[src/rtl/decode_stage_pkg.sv]
// decode_stage_pkg: widths, opcodes, ALU/immediate encodings and the ID/EX record
package decode_stage_pkg;
    localparam int DATA_WIDTH = 64;
    localparam int ADDR_WIDTH = 5;
    localparam logic [6:0] OPC_LUI       = 7'b0110111;
    localparam logic [6:0] OPC_AUIPC     = 7'b0010111;
    localparam logic [6:0] OPC_JAL       = 7'b1101111;
    localparam logic [6:0] OPC_JALR      = 7'b1100111;
    localparam logic [6:0] OPC_BRANCH    = 7'b1100011;
    localparam logic [6:0] OPC_LOAD      = 7'b0000011;
    localparam logic [6:0] OPC_STORE     = 7'b0100011;
    localparam logic [6:0] OPC_OP_IMM    = 7'b0010011;
    localparam logic [6:0] OPC_OP        = 7'b0110011;
    localparam logic [6:0] OPC_OP_IMM_32 = 7'b0011011;
    localparam logic [6:0] OPC_OP_32     = 7'b0111011;
    // The W variants fill the top five codes so the op still fits in four bits.
    typedef enum logic [3:0] {
        ALU_ADD, ALU_SUB, ALU_SLL, ALU_SLT, ALU_SLTU, ALU_XOR, ALU_SRL, ALU_SRA,
        ALU_OR, ALU_AND, ALU_PASS_B, ALU_ADDW, ALU_SUBW, ALU_SLLW, ALU_SRLW, ALU_SRAW
    } alu_op_e;
    typedef enum logic [2:0] {IMM_I, IMM_S, IMM_B, IMM_U, IMM_J} imm_type_e;
    typedef struct packed {
        logic                  valid;
        logic [DATA_WIDTH-1:0] pc;
        logic [DATA_WIDTH-1:0] op1;
        logic [DATA_WIDTH-1:0] op2;
        logic [DATA_WIDTH-1:0] imm;
        logic [ADDR_WIDTH-1:0] rd;
        logic [2:0]            funct3;
        alu_op_e               alu_op;
        logic                  alu_src_imm;
        logic                  reg_write;
        logic                  mem_read;
        logic                  mem_write;
        logic                  branch;
        logic                  jump;
        logic                  illegal;
    } id_ex_t;
    function automatic alu_op_e alu_decode(input logic [2:0] funct3, input logic alt, input logic word);
        case (funct3)
            3'b000:  return word ? (alt ? ALU_SUBW : ALU_ADDW) : (alt ? ALU_SUB : ALU_ADD);
            3'b001:  return word ? ALU_SLLW : ALU_SLL;
            3'b010:  return ALU_SLT;
            3'b011:  return ALU_SLTU;
            3'b100:  return ALU_XOR;
            3'b101:  return word ? (alt ? ALU_SRAW : ALU_SRLW) : (alt ? ALU_SRA : ALU_SRL);
            3'b110:  return ALU_OR;
            default: return ALU_AND;
        endcase
    endfunction
endpackage

[src/rtl/decode_stage_if.sv]
// decode_stage_if: fetch, register-file, write-back and ID/EX signals of the decode stage
interface decode_stage_if;
    import decode_stage_pkg::*;
    logic                  if_valid;
    logic                  if_ready;
    logic [31:0]           if_instr;
    logic [DATA_WIDTH-1:0] if_pc;
    logic [ADDR_WIDTH-1:0] rf_rs1;
    logic [ADDR_WIDTH-1:0] rf_rs2;
    logic [DATA_WIDTH-1:0] rf_rdata1;
    logic [DATA_WIDTH-1:0] rf_rdata2;
    logic                  wb_reg_write;
    logic [ADDR_WIDTH-1:0] wb_rd;
    logic [DATA_WIDTH-1:0] wb_data;
    logic                  flush;
    logic                  ex_ready;
    logic                  ex_valid;
    logic [DATA_WIDTH-1:0] ex_pc;
    logic [DATA_WIDTH-1:0] ex_op1;
    logic [DATA_WIDTH-1:0] ex_op2;
    logic [DATA_WIDTH-1:0] ex_imm;
    logic [ADDR_WIDTH-1:0] ex_rd;
    logic [2:0]            ex_funct3;
    logic [3:0]            ex_alu_op;
    logic                  ex_alu_src_imm;
    logic                  ex_reg_write;
    logic                  ex_mem_read;
    logic                  ex_mem_write;
    logic                  ex_branch;
    logic                  ex_jump;
    logic                  ex_illegal;
    modport master (
        input  if_valid, if_instr, if_pc, rf_rdata1, rf_rdata2, wb_reg_write, wb_rd, wb_data, flush, ex_ready,
        output if_ready, rf_rs1, rf_rs2, ex_valid, ex_pc, ex_op1, ex_op2, ex_imm, ex_rd, ex_funct3, ex_alu_op,
               ex_alu_src_imm, ex_reg_write, ex_mem_read, ex_mem_write, ex_branch, ex_jump, ex_illegal
    );
    modport slave (
        output if_valid, if_instr, if_pc, rf_rdata1, rf_rdata2, wb_reg_write, wb_rd, wb_data, flush, ex_ready,
        input  if_ready, rf_rs1, rf_rs2, ex_valid, ex_pc, ex_op1, ex_op2, ex_imm, ex_rd, ex_funct3, ex_alu_op,
               ex_alu_src_imm, ex_reg_write, ex_mem_read, ex_mem_write, ex_branch, ex_jump, ex_illegal
    );
endinterface

[src/rtl/decode_stage_imm_gen.sv]
// decode_stage_imm_gen: sign-extended immediate for each RV64I instruction format
module decode_stage_imm_gen
    import decode_stage_pkg::*;
(
    input  logic [31:0]           instr_i,
    input  imm_type_e             imm_type_i,
    output logic [DATA_WIDTH-1:0] imm_o
);
    assign imm_o = (imm_type_i == IMM_S) ? {{(DATA_WIDTH-12){instr_i[31]}}, instr_i[31:25], instr_i[11:7]} :
                   (imm_type_i == IMM_B) ? {{(DATA_WIDTH-13){instr_i[31]}}, instr_i[31], instr_i[7],
                                            instr_i[30:25], instr_i[11:8], 1'b0} :
                   (imm_type_i == IMM_U) ? {{(DATA_WIDTH-32){instr_i[31]}}, instr_i[31:12], 12'b0} :
                   (imm_type_i == IMM_J) ? {{(DATA_WIDTH-21){instr_i[31]}}, instr_i[31], instr_i[19:12],
                                            instr_i[20], instr_i[30:21], 1'b0} :
                                           {{(DATA_WIDTH-12){instr_i[31]}}, instr_i[31:20]};
endmodule

[src/rtl/decode_stage.sv]
// decode_stage: RV64I decode into the ID/EX register with load-use stall,
// write-back bypass and branch flush
module decode_stage
    import decode_stage_pkg::*;
(
    input logic            clk,
    input logic            reset,
    decode_stage_if.master io
);
    id_ex_t                id_ex_q, id_ex_d, dec;
    imm_type_e             imm_type;
    logic [DATA_WIDTH-1:0] imm;
    logic [6:0]            opcode;
    logic [2:0]            funct3;
    logic [ADDR_WIDTH-1:0] rs1, rs2, rd;
    logic                  uses_rs1, uses_rs2, adv, stall, fire, shift_alt;
    assign opcode    = io.if_instr[6:0];
    assign funct3    = io.if_instr[14:12];
    assign rd        = io.if_instr[11:7];
    assign rs1       = io.if_instr[19:15];
    assign rs2       = io.if_instr[24:20];
    assign shift_alt = io.if_instr[30] && funct3 == 3'b101;
    assign io.rf_rs1 = rs1;
    assign io.rf_rs2 = rs2;
    assign imm_type  = (opcode == OPC_LUI || opcode == OPC_AUIPC) ? IMM_U :
                       (opcode == OPC_JAL)    ? IMM_J :
                       (opcode == OPC_BRANCH) ? IMM_B :
                       (opcode == OPC_STORE)  ? IMM_S : IMM_I;
    decode_stage_imm_gen u_imm_gen (
        .instr_i    (io.if_instr),
        .imm_type_i (imm_type),
        .imm_o      (imm)
    );
    always_comb begin
        dec        = '0;
        uses_rs1   = 1'b0;
        uses_rs2   = 1'b0;
        dec.valid  = 1'b1;
        dec.pc     = io.if_pc;
        dec.op1    = (rs1 == '0) ? '0 : (io.wb_reg_write && io.wb_rd == rs1) ? io.wb_data : io.rf_rdata1;
        dec.op2    = (rs2 == '0) ? '0 : (io.wb_reg_write && io.wb_rd == rs2) ? io.wb_data : io.rf_rdata2;
        dec.imm    = imm;
        dec.rd     = rd;
        dec.funct3 = funct3;
        case (opcode)
            OPC_LUI:       begin dec.alu_op = ALU_PASS_B; dec.alu_src_imm = 1'b1; dec.reg_write = 1'b1; end
            OPC_AUIPC:     begin dec.alu_src_imm = 1'b1; dec.reg_write = 1'b1; end
            OPC_JAL:       begin dec.alu_src_imm = 1'b1; dec.reg_write = 1'b1; dec.jump = 1'b1; end
            OPC_JALR:      begin dec.alu_src_imm = 1'b1; dec.reg_write = 1'b1; dec.jump = 1'b1; uses_rs1 = 1'b1; end
            OPC_BRANCH:    begin dec.alu_op = ALU_SUB; dec.branch = 1'b1; uses_rs1 = 1'b1; uses_rs2 = 1'b1; end
            OPC_LOAD:      begin dec.alu_src_imm = 1'b1; dec.reg_write = 1'b1; dec.mem_read = 1'b1; uses_rs1 = 1'b1; end
            OPC_STORE:     begin dec.alu_src_imm = 1'b1; dec.mem_write = 1'b1; uses_rs1 = 1'b1; uses_rs2 = 1'b1; end
            OPC_OP_IMM:    begin dec.alu_op = alu_decode(funct3, shift_alt, 1'b0); dec.alu_src_imm = 1'b1;
                                 dec.reg_write = 1'b1; uses_rs1 = 1'b1; end
            OPC_OP:        begin dec.alu_op = alu_decode(funct3, io.if_instr[30], 1'b0); dec.reg_write = 1'b1;
                                 uses_rs1 = 1'b1; uses_rs2 = 1'b1; end
            OPC_OP_IMM_32: begin dec.alu_op = alu_decode(funct3, shift_alt, 1'b1); dec.alu_src_imm = 1'b1;
                                 dec.reg_write = 1'b1; uses_rs1 = 1'b1; end
            OPC_OP_32:     begin dec.alu_op = alu_decode(funct3, io.if_instr[30], 1'b1); dec.reg_write = 1'b1;
                                 uses_rs1 = 1'b1; uses_rs2 = 1'b1; end
            default:       dec.illegal = 1'b1;
        endcase
        dec.reg_write = dec.reg_write && rd != '0;
    end
    // A load in ID/EX whose result is needed now forces one bubble; the bubble clears mem_read.
    assign stall = id_ex_q.valid && id_ex_q.mem_read && id_ex_q.rd != '0 &&
                   ((uses_rs1 && rs1 == id_ex_q.rd) || (uses_rs2 && rs2 == id_ex_q.rd));
    assign adv         = !id_ex_q.valid || io.ex_ready;
    assign io.if_ready = !reset && adv && !stall && !io.flush;
    assign fire        = io.if_valid && io.if_ready;
    assign id_ex_d     = io.flush ? '0 : !adv ? id_ex_q : fire ? dec : '0;
    always_ff @(posedge clk) begin
        if (reset) id_ex_q <= '0;
        else id_ex_q <= id_ex_d;
    end
    assign io.ex_valid       = id_ex_q.valid;
    assign io.ex_pc          = id_ex_q.pc;
    assign io.ex_op1         = id_ex_q.op1;
    assign io.ex_op2         = id_ex_q.op2;
    assign io.ex_imm         = id_ex_q.imm;
    assign io.ex_rd          = id_ex_q.rd;
    assign io.ex_funct3      = id_ex_q.funct3;
    assign io.ex_alu_op      = id_ex_q.alu_op;
    assign io.ex_alu_src_imm = id_ex_q.alu_src_imm;
    assign io.ex_reg_write   = id_ex_q.reg_write;
    assign io.ex_mem_read    = id_ex_q.mem_read;
    assign io.ex_mem_write   = id_ex_q.mem_write;
    assign io.ex_branch      = id_ex_q.branch;
    assign io.ex_jump        = id_ex_q.jump;
    assign io.ex_illegal     = id_ex_q.illegal;
endmodule

[src/flat_wrapper.sv]
// flat-port wrapper written by rule: the top's interface ports become plain ports
module decode_stage_flat import decode_stage_pkg::*;
  (clk, reset, io_if_valid, io_if_instr, io_if_pc, io_rf_rdata1, io_rf_rdata2, io_wb_reg_write, io_wb_rd, io_wb_data, io_flush, io_ex_ready, io_if_ready, io_rf_rs1, io_rf_rs2, io_ex_valid, io_ex_pc, io_ex_op1, io_ex_op2, io_ex_imm, io_ex_rd, io_ex_funct3, io_ex_alu_op, io_ex_alu_src_imm, io_ex_reg_write, io_ex_mem_read, io_ex_mem_write, io_ex_branch, io_ex_jump, io_ex_illegal);
  decode_stage_if io_i ();
  input logic clk;
  input logic reset;
  input wire logic [$bits(io_i.if_valid)-1:0] io_if_valid;
  input wire logic [$bits(io_i.if_instr)-1:0] io_if_instr;
  input wire logic [$bits(io_i.if_pc)-1:0] io_if_pc;
  input wire logic [$bits(io_i.rf_rdata1)-1:0] io_rf_rdata1;
  input wire logic [$bits(io_i.rf_rdata2)-1:0] io_rf_rdata2;
  input wire logic [$bits(io_i.wb_reg_write)-1:0] io_wb_reg_write;
  input wire logic [$bits(io_i.wb_rd)-1:0] io_wb_rd;
  input wire logic [$bits(io_i.wb_data)-1:0] io_wb_data;
  input wire logic [$bits(io_i.flush)-1:0] io_flush;
  input wire logic [$bits(io_i.ex_ready)-1:0] io_ex_ready;
  output wire logic [$bits(io_i.if_ready)-1:0] io_if_ready;
  output wire logic [$bits(io_i.rf_rs1)-1:0] io_rf_rs1;
  output wire logic [$bits(io_i.rf_rs2)-1:0] io_rf_rs2;
  output wire logic [$bits(io_i.ex_valid)-1:0] io_ex_valid;
  output wire logic [$bits(io_i.ex_pc)-1:0] io_ex_pc;
  output wire logic [$bits(io_i.ex_op1)-1:0] io_ex_op1;
  output wire logic [$bits(io_i.ex_op2)-1:0] io_ex_op2;
  output wire logic [$bits(io_i.ex_imm)-1:0] io_ex_imm;
  output wire logic [$bits(io_i.ex_rd)-1:0] io_ex_rd;
  output wire logic [$bits(io_i.ex_funct3)-1:0] io_ex_funct3;
  output wire logic [$bits(io_i.ex_alu_op)-1:0] io_ex_alu_op;
  output wire logic [$bits(io_i.ex_alu_src_imm)-1:0] io_ex_alu_src_imm;
  output wire logic [$bits(io_i.ex_reg_write)-1:0] io_ex_reg_write;
  output wire logic [$bits(io_i.ex_mem_read)-1:0] io_ex_mem_read;
  output wire logic [$bits(io_i.ex_mem_write)-1:0] io_ex_mem_write;
  output wire logic [$bits(io_i.ex_branch)-1:0] io_ex_branch;
  output wire logic [$bits(io_i.ex_jump)-1:0] io_ex_jump;
  output wire logic [$bits(io_i.ex_illegal)-1:0] io_ex_illegal;
  assign io_i.if_valid = io_if_valid;
  assign io_i.if_instr = io_if_instr;
  assign io_i.if_pc = io_if_pc;
  assign io_i.rf_rdata1 = io_rf_rdata1;
  assign io_i.rf_rdata2 = io_rf_rdata2;
  assign io_i.wb_reg_write = io_wb_reg_write;
  assign io_i.wb_rd = io_wb_rd;
  assign io_i.wb_data = io_wb_data;
  assign io_i.flush = io_flush;
  assign io_i.ex_ready = io_ex_ready;
  assign io_if_ready = io_i.if_ready;
  assign io_rf_rs1 = io_i.rf_rs1;
  assign io_rf_rs2 = io_i.rf_rs2;
  assign io_ex_valid = io_i.ex_valid;
  assign io_ex_pc = io_i.ex_pc;
  assign io_ex_op1 = io_i.ex_op1;
  assign io_ex_op2 = io_i.ex_op2;
  assign io_ex_imm = io_i.ex_imm;
  assign io_ex_rd = io_i.ex_rd;
  assign io_ex_funct3 = io_i.ex_funct3;
  assign io_ex_alu_op = io_i.ex_alu_op;
  assign io_ex_alu_src_imm = io_i.ex_alu_src_imm;
  assign io_ex_reg_write = io_i.ex_reg_write;
  assign io_ex_mem_read = io_i.ex_mem_read;
  assign io_ex_mem_write = io_i.ex_mem_write;
  assign io_ex_branch = io_i.ex_branch;
  assign io_ex_jump = io_i.ex_jump;
  assign io_ex_illegal = io_i.ex_illegal;
  decode_stage u_core (.clk(clk), .reset(reset), .io(io_i));
endmodule
[config.mk]
export PLATFORM = sky130hd
export DESIGN_NAME = decode_stage_flat
export DESIGN_NICKNAME = d
export VERILOG_FILES = /design/src/rtl/decode_stage_pkg.sv /design/src/rtl/decode_stage_if.sv /design/src/rtl/decode_stage_imm_gen.sv /design/src/rtl/decode_stage.sv /design/src/flat_wrapper.sv
export SDC_FILE = /design/constraint.sdc
export NUM_CORES = 1
export LEC_CHECK = 0
export ABC_AREA = 1
export CORE_AREA = 2 2 228 230
export DETAILED_ROUTE_END_ITERATION = 8
export DIE_AREA = 0 0 230 232
export HOLD_SLACK_MARGIN = 0.08
export PLACE_DENSITY = 0.54
export SYNTH_ARGS = -nofsm -noshare
export SYNTH_HDL_FRONTEND = slang
export SYNTH_SLANG_ARGS = --single-unit
[constraint.sdc]
create_clock -name clk -period 4.1 [get_ports clk]
set_input_delay 0.82 -clock clk [delete_from_list [all_inputs] [get_ports clk]]
set_output_delay 0.82 -clock clk [all_outputs]
set_load 0.03 [all_outputs]
* Word level (Yosys, flattened, before mapping)
Cells that the tools add are included.
** Cells by class
- Equal/unequal tests :: 25
- Reduce and logical (&&, ||, !) cells :: 32
- Multiplexer cells :: 35
** Operator list (number)
- 276-bit two-way mux :: 1
- 64-bit two-way mux :: 4
- 4-bit case mux with 7 select lines :: 4
- 31-bit two-way mux :: 3
- 7-bit by 6-bit equality test with 1-bit output, second input constant :: 4
- 4-bit case mux with 6 select lines :: 1
- 7-bit by 5-bit equality test with 1-bit output, second input constant :: 3
- 7-bit equality test, second input constant :: 3
- 5-bit equality test :: 4
- 20-bit two-way mux :: 1
- 1-bit two-way mux :: 16
- 8-bit OR reduction :: 2
- 3-bit two-way mux :: 5
- 1-bit logical AND :: 13
- 3-bit by 2-bit equality test with 1-bit output, second input constant :: 4
- 3-bit equality test, second input constant :: 4
- 11-bit OR reduction :: 1
- 5-bit logical NOT :: 2
- 5-bit nonzero test :: 2
- 9-bit OR reduction :: 1
- 7-bit by 2-bit equality test with 1-bit output, second input constant :: 1
- 3-bit by 1-bit equality test with 1-bit output, second input constant :: 2
- 1-bit logical NOT :: 4
- 2-bit OR reduction :: 2
- other kinds (3) :: 5
** Storage, ports and cells
- Input bits :: 299
- Output and inout bits :: 287
- Logic and storage cells :: 107
- Bits in registers :: 276

* Depth between registers and ports, before layout
- Depth in word-level cells :: 11
- Depth in mapped cells :: 13
- Gate-level depth less buffers :: 11

* By module
From an unflattened synthesis, not the netlist that was laid out.
** Unflattened totals
- Cells, all modules :: 2263
- Area total of the unflattened synthesis :: 14659.1 µm²
** By module, submodules not included
- decode_stage :: seq. area each 5525.3 µm², cells each 2148, instances 1, area an instance 14043.5 µm²
- decode_stage_imm_gen :: seq. area each 0.0 µm², cells each 115, instances 1, area an instance 615.6 µm²

* Worst setup path after synthesis
OpenSTA, ideal clock, no wires.
- Kind :: input port to output port
- Start point :: in io_if_instr[1]
- End point :: out io_if_ready
- Arrival time :: 2.116 ns
- Stages :: 9
- Path slack :: 1.164 ns
- Cell sequence :: nand2_1 -> inv_2 -> nand2_2 -> inv_2 -> nand2_2 -> nand4_1 -> nand2_1 -> nand2_1 -> a21boi_0
** Between the ends
- Cells in the longest elaborated chain, start to end :: 9
- Elaborated cells between the ends (all ways) :: 19
- Those cells by class :: 8 x eq/ne; 2 x mux; 9 x reduce/logical
** Ends and longest elaborated chain
- from (decl) :: RTL line flat_wrapper.sv:8 : input wire logic [$bits(io_i.if_instr)-1:0] io_if_instr;
- 7-bit equality test (tied with other cells) :: RTL line decode_stage.sv:45 : case (opcode)
- 8-bit OR reduction (no line) / 4-bit OR reduction (equally long branches)
- 1-bit two-way mux :: RTL line decode_stage.sv:45
- 1-bit logical AND :: RTL line decode_stage.sv:67 : ((uses_rs1 && rs1 == id_ex_q.rd) || (uses_rs2 && rs2 == id_ex_q.rd));
- 1-bit logical OR * :: RTL line decode_stage.sv:67
- 1-bit logical AND * :: RTL line decode_stage.sv:66 : assign stall = id_ex_q.valid && id_ex_q.mem_read && id_ex_q.rd != '0 &&
- 1-bit logical NOT * :: RTL line decode_stage.sv:69 : assign io.if_ready = !reset && adv && !stall && !io.flush;
- 1-bit logical AND * (2 in a row) :: RTL line decode_stage.sv:69
- to (decl) :: RTL line flat_wrapper.sv:17 : output wire logic [$bits(io_i.if_ready)-1:0] io_if_ready;
Mark *: on every way between the ends. The rest lies on a longest branch, timed or not.

* Worst setup path in the final report
- Start point :: in io_if_instr[5]
- End point :: out io_if_ready
Same word-level chain as after synthesis.

==> results <==
path summary, 6_finish.rpt:
| check | start | to | slack, ns |
|---|---|---|---|
| worst max-delay path | io_if_instr[5] | io_if_ready | 0.25 |
| worst min-delay path | u_core.io.ex_op1[19] | u_core.io.ex_op1[19] | 0.47 |
| worst max register to register | u_core.io.ex_valid | u_core.io.ex_op1[55] | 1.54 |
| worst min register to register | u_core.io.ex_op1[19] | u_core.io.ex_op1[19] | 0.47 |
critical path: cells and delay by family:
family / cells / cell delay, ns
AOI/OAI and AO/OA: 1 / 0.30
buffers and inverters: 3 / 1.40
and+or+nand+nor: 5 / 0.51
flip-flops by register name, summed over array words and instances (netlist names):
signal	flops
u_core.io.ex_jump	1
u_core.io.ex_alu_op	4
u_core.io.ex_reg_write	1
u_core.io.ex_alu_src_imm	1
u_core.io.ex_imm	32
u_core.io.ex_mem_write	1
u_core.io.ex_funct3	3
u_core.io.ex_mem_read	1
u_core.io.ex_branch	1
u_core.io.ex_valid	1
u_core.io.ex_op2	64
u_core.io.ex_pc	64
u_core.io.ex_illegal	1
u_core.io.ex_rd	5
u_core.io.ex_op1	64
synth_stat cells (all sizes together), types with 2 or more instances:
cell type    n
or2         47
a21oi        5
a31oi        5
nor2        50
nor3         8
xnor2        3
o211ai      49
o21bai      18
nand3      255
a21boi       2
inv        240
dfxtp      244
nand2      210
buf         83
o21ai      334
nand4       12
o22ai        7
clkbuf      79
power by group:
| group | internal, mW | total (mW) | switching (mW) | leakage [nW] |
|---|---|---|---|---|
| Sequential | 2.44 | 2.48 | 0.0409 | 1.98 |
| Combinational | 0.526 | 1.12 | 0.596 | 5.68 |
| Clock | 1.56 | 2.70 | 1.14 | 0.489 |
per-stage QoR:
stage               std cells  power (mW)
floorplan                1655        3.08
global placement         2789        3.66
finish                   2847        6.30
CTS                      2847        6.40
global route             2847        6.57
detailed placement       2789        3.66
logic make-up after synthesis:
group                     count (synthesis)
AOI/OAI and AO/OA                       422
xor gates and xnor gates                  3
buffers and inverters                   402
DFF                                     244
and+or+nand+nor                         584
per-layer routing:
layer,GRT usage (%),vias to the layer above
li1,-,6384
met1,22.9,6064
met2,31.4,471
met3,5.61,59
met4,3.89,0
met5,0,-
cells in the final DEF, fill, tap and decap left out, drive strengths merged, types with 9 or more instances in the layout:
cell | Yosys | layout
clkinv | 0 | 9
nor2 | 50 | 50
buf | 83 | 31
o21ai | 334 | 334
o21bai | 18 | 18
nand3 | 255 | 255
or2 | 47 | 47
o211ai | 49 | 49
clkbuf | 79 | 41
nand2 | 210 | 210
clkdlybuf4s50 | 0 | 585
nand4 | 12 | 12
inv | 240 | 242
dfxtp | 244 | 244
cell type report:
cell class	instances	share of cell area (%)
Inverter	240	4.58
Sequential cell	244	24.8
Tap cell	680	4.33
Multi-Input combinational cell	1009	29.4
Clock inverter	17	0.662
Timing Repair Buffer	616	31.7
Clock buffer	41	4.44
==> run metrics <==
status finished clean; placeable core region 0.0509 mm^2; shortest clock period the worst path allows after layout roughly 3.9 ns; Avg WL per Cell 18.1 um; critical path's largest stage delay between 0.7 and 0.8 ns; number of hold violations in the final report 0; max frequency ~0.26 GHz; most frequently used flop master after synthesis sky130_fd_sc_hd__dfxtp_1; Maximum Capacitance Violations 0; DRC 0; pre-CTS WS roughly 0.24 ns; startpoint type of the worst setup path primary input; Clock Skews around 0.028 ns; IO Count 586; Post-Route Utilization 38.7%; proportion of netlist area held by the largest area contributor ~39%; EDFF count, synth 0; global placer's final weighted congestion 0.866; Data arrival, critical path just over 3 ns; cell count after synthesis 1,655; Detailed Route Iter0 Violations around 630; number of port buffers 585; largest net degree at the start of global routing 94; full die area between 0.05 and 0.06 mm^2; met3 wire length ~4500 um; post-synthesis share of cell area spent on full adders, half adders and majority gates 0%; Final period util a little over nine tenths; cell taking the most area after synthesis sky130_fd_sc_hd__dfxtp_1; synthesized flop and latch total 244; first-pass GRT wire length 77,600 um; cts bufs inserted 31; type of destination of the critical path output port; Hold Worst Slack ~0.47 ns; horizontal die dimension 230 um; post-CTS setup buffers 0; root buf cell sky130_fd_sc_hd__clkbuf_16; Final Cell Area ~0.020 mm^2; Nets 2,441; number of nets produced by synthesis slightly below 2,000; share of synthesized registers carrying an async set or reset 0%; number of placement rows between 80 and 90; all-layer global routing usage between 15 and 20%; Final HPWL DP roughly 39,000 um; count of instances resized after the clock tree is built 0; Cell Area, Synth approximately 0.013 mm^2; Worst Tran Pin Value 1.03 ns; top cells by area in the synthesized netlist sky130_fd_sc_hd__dfxtp_1, sky130_fd_sc_hd__o21ai_2, sky130_fd_sc_hd__nand3_1; Pleak 8.15 nW; worst-path cell with the longest stage delay sky130_fd_sc_hd__clkdlybuf4s50_1; initial antenna violation count 0; area growth from synthesis to layout 56.5%; met1 routed wirelength after detailed routing roughly 22,000 um; post-detailed-route count of antenna-violating nets 0; fraction of synthesized cell area in xor and xnor cells less than 1%; setup repair after global routing missed its margin false; setup slack of the critical path after layout 0.249 ns; Synth cell types 38; warnings from Yosys 0; sequential area share after synthesis approximately two fifths; global route overflow 0; Critical Path RT about 3.3 ns; clock sink total between 200 and 250; crit path max fanout 8; wire length on met2 between 20,000 and 25,000 um; Worst R2R Path Depth 6; First-pass DRT Iterations 5; Peak supply drop about 280 uV; H-tree lvl count 1; setup total negative slack 0 ns; via count 13,000; start-to-end type of the worst setup path in2out; Highest Signal Layer met4; area used by multi-input combinational logic a little under 0.006 mm^2; sequential cell area in the final layout 0.00488 mm^2; TritonCTS clock tree built; count of pins over their slew limit 0; power density normalized to cell area around 320 mW/mm^2; n_diodes 0; crit path cell chain clkdlybuf4s50_1 > inv_2 > nor2_2 > nand3_2 > nand4_1 > nand2_1 > nand2_1 > a21boi_0 > clkdlybuf4s50_1; synthesized area per cell 7.59 um^2; compound-gate portion of the synthesized area between 20% and 30%; area share of and/or/nand/nor cells after synthesis ~22%; clock buffer depth 3; mux cell area share after synthesis 0%; main combinational cell family by area after synthesis compound AO/OA/AOI/OAI gates; via density per instance about 4.6; worst-case headroom to the max-slew limit a little under a third; worst-skew pair later-pin latency ~0.59 ns; final setup violation count 0; Clock transition at path regs around 0.060 ns; instance area after placement about 0.019 mm^2; Filler Cells Inserted around 5,300; Initial Util 24.7%; cell count of the worst hold path 2; total length of routed wires roughly 52,000 um; fraction of final layout cells with drive strength greater than 1 approximately 14%; Die Height approximately 230 um; number of global-route vias before repair between 10,000 and 15,000; CTS hold repair buffers 0; path category of the worst min-delay check reg2reg
Note: power is estimated with default switching activity, not from simulation.
==> RTL change: new RTL, config.mk and constraints unchanged <==
Make the reset (`reset`) asynchronous in one clocked block.
--- a/src/rtl/decode_stage.sv
+++ b/src/rtl/decode_stage.sv
@@ -71,3 +71,3 @@
     assign id_ex_d     = io.flush ? '0 : !adv ? id_ex_q : fire ? dec : '0;
-    always_ff @(posedge clk) begin
+    always_ff @(posedge clk or posedge reset) begin
         if (reset) id_ex_q <= '0;
Check against the original RTL: not equivalent (a bounded check fails within 4 cycles, from zero or initial values and one cycle with reset high; the reset may be asserted at any time).
==> RTL change against the unedited design <==
- largest cell class is now multi-input gates
- power is 5.8% higher
- design area up 8.4%
- worst setup slack improved by 0.54 ns
- hold slack better by 0.0058 ns
- maximum frequency increased by 16%
- sequential cell count did not move
- routed wire length rose by 17%
- synthesized area increased by 13%
==> RTL change: results (changes against the unedited design) <==
Total CTS buffers: 31 (unchanged)
Async S/R FF share, synth: 1.00 (was 0)
CTS Root Cell: clkbuf_16 (unchanged)
Worst-Margin Slew: 1.05 ns (was 1.03 ns)
Post CTS Setup Buffer Count: 0 (unchanged)
Cells after synthesis: 2,094 (was 1,655)
Number of global-route vias before repair: 14.8k (was 12.9k)
Post-synth top cells: nand2_1, nor2_1, nand4_1 (was nand3_1, dfxtp_1, inv_1)
Worst r2r src: u_core.io.ex_rd[0]$_DFFE_PP0P_ (was u_core.io.ex_valid$_SDFFE_PP0N_)
First-pass GRT wire length: 91.6 mm (was 77.6 mm)
Synth top area cells: dfrtp_1, nand2_1, nand4_1 (was dfxtp_1, o21ai_2, nand3_1)
Worst setup startpoint: io_if_instr[6] (was io_if_instr[5])
Iteration-0 DRC Markers: 942 (was 625)
Post-Syn Nets: 2,393 (was 1,954)
Htree depth: 1 (unchanged)
P_leak: 11.3 nW (was 8.15 nW)
HP Class: register to register (unchanged)
CP max FO: 5 (was 8)
Largest net degree at the start of global routing: 170 (was 94)
Final nets: 2,842 (was 2,441)
Arrival time worst endpoint: 2.49 ns (was 3.03 ns)
Status: finished clean (unchanged)
Number of port buffers: 585 (unchanged)
Internal cell power: 4.80 mW (was 4.52 mW)
Post-synthesis sequential area ratio: 0.430 (was 0.389)
HP Start: u_core.io.ex_op2[61]$_DFFE_PP0P_ (was u_core.io.ex_op1[19]$_SDFFE_PP0N_)
Clock latency at the later pin of the worst-skew pair: 0.58 ns
Drt total wl: 60.6 mm (was 51.6 mm)
Final non-filler cell total: 3,254 (was 2,847)
GRT Total Usage: 0.218 (was 0.184)
Layout cells sized above 1: 0.0413 (was 0.135)
Gpl congestion: 0.893 (was 0.866)
Detailed Place HPWL: 41.5 mm (was 38.6 mm)
Cell variety after synth: 29 (was 38)
Worst-path clk slew: 0.06 ns (about the same)
Layout Skew: 0.0197 ns (was 0.0284 ns)
Synth warn: 0 (unchanged)
CTS Buffer Depth: 3 (unchanged)
Primary FF master, synth: dfrtp_1 (was dfxtp_1)
DRT Pass-1 Iters: 5 (unchanged)
VDD IR-drop max: 0.000292 V (was 0.000283 V)
Fillers: 5,288 (was 5,251)
Resize count post-CTS: 0 (unchanged)
Vias per std cell: 4.72 (was 4.56)
Antenna violations before repair: 8 (was 0)
Placed cell count: 3,190 (was 2,789)
==> RTL change: cell count changes after synthesis, sizes merged, moves of 239 or more <==
cell	change
o21ai	-308
dfrtp	+244
dfxtp	-244
nand2	+614
nand4	+239
nor2	+259
==> RTL change: worst max-delay path, stage by stage <==
cell	delay [ns]
clkdlybuf4s50_1	0.60
nor2_4	0.08
nand3_1	0.14
nand2_1	0.11
inv_2	0.05
nand3_1	0.08
nand2_1	0.09
nand2_2	0.12
a21boi_4	0.19
buf_4	0.19
==> RTL change: cell type report <==
type / instances / area (um^2) / share of cell area
repair buffers: 613 / 6190 / 0.290
inverters: 192 / 724 / 0.0340
flip-flops and latches: 244 / 6110 / 0.286
multi-input cells: 1461 / 6340 / 0.297
diodes: 7 / 17.5 / 0.000821
clock inverters: 19 / 233 / 0.0109
well taps: 680 / 851 / 0.0399
clock buffers: 38 / 862 / 0.0404
==> RTL change: cells by family after synthesis <==
family,count (synthesis),share of synthesized area
AND/OR/NAND/NOR,1411,0.422
flip-flops,244,0.430
XOR/XNOR,5,0.00309
buffers and inverters,389,0.127
AO/OA/AOI/OAI,45,0.0174
==> RTL change: worst paths after layout <==
kind                                                     to  slack (ns)  cells past startpoint
max                                             io_if_ready        0.79                     10
min                        u_core.io.ex_op2[61]$_DFFE_PP0P_        0.48                      2
max reg2reg                 u_core.io.ex_pc[30]$_DFFE_PP0P_        1.68                     10
min reg2reg                u_core.io.ex_op2[61]$_DFFE_PP0P_        0.48                      2
max in group asynchronous  u_core.io.ex_op1[30]$_DFFE_PP0P_        2.42                      3
min in group asynchronous    u_core.io.ex_valid$_DFFE_PP0P_        0.93                      3
==> RTL change: per-layer routing <==
layer	share of wire	vias to the layer above	routed length, um	track usage
li1	-	7464	-	-
met5	0.00018	-	11	0
met2	0.47	564	28500	0.358
met1	0.43	7243	25900	0.287
met4	0.027	2	1640	0.0639
met3	0.075	85	4560	0.0495
==> RTL change: stage by stage <==
step	total power, mW	area [um^2]	util	setup WS [ns]	TNS, ns
finish	6.67	21300	0.419	0.793	0
floorplan	3.15	14300	-	-1.55	-252.34
detailed placement	3.78	20200	0.397	0.768	0
global placement	3.77	20200	0.397	0.791	0
CTS	6.77	21300	0.419	0.812	0
global route	6.96	21300	0.419	0.648	0
==> RTL change: power by group through the flow <==
stage	clock, mW	combinational, mW	sequential (mW)
2_1_floorplan	0	0.458	2.70
3_3_place_gp	0	1.21	2.56
3_5_place_dp	0	1.21	2.56
4_1_cts	3.03	1.22	2.52
5_1_grt	3.12	1.31	2.53
6_report	2.94	1.21	2.52
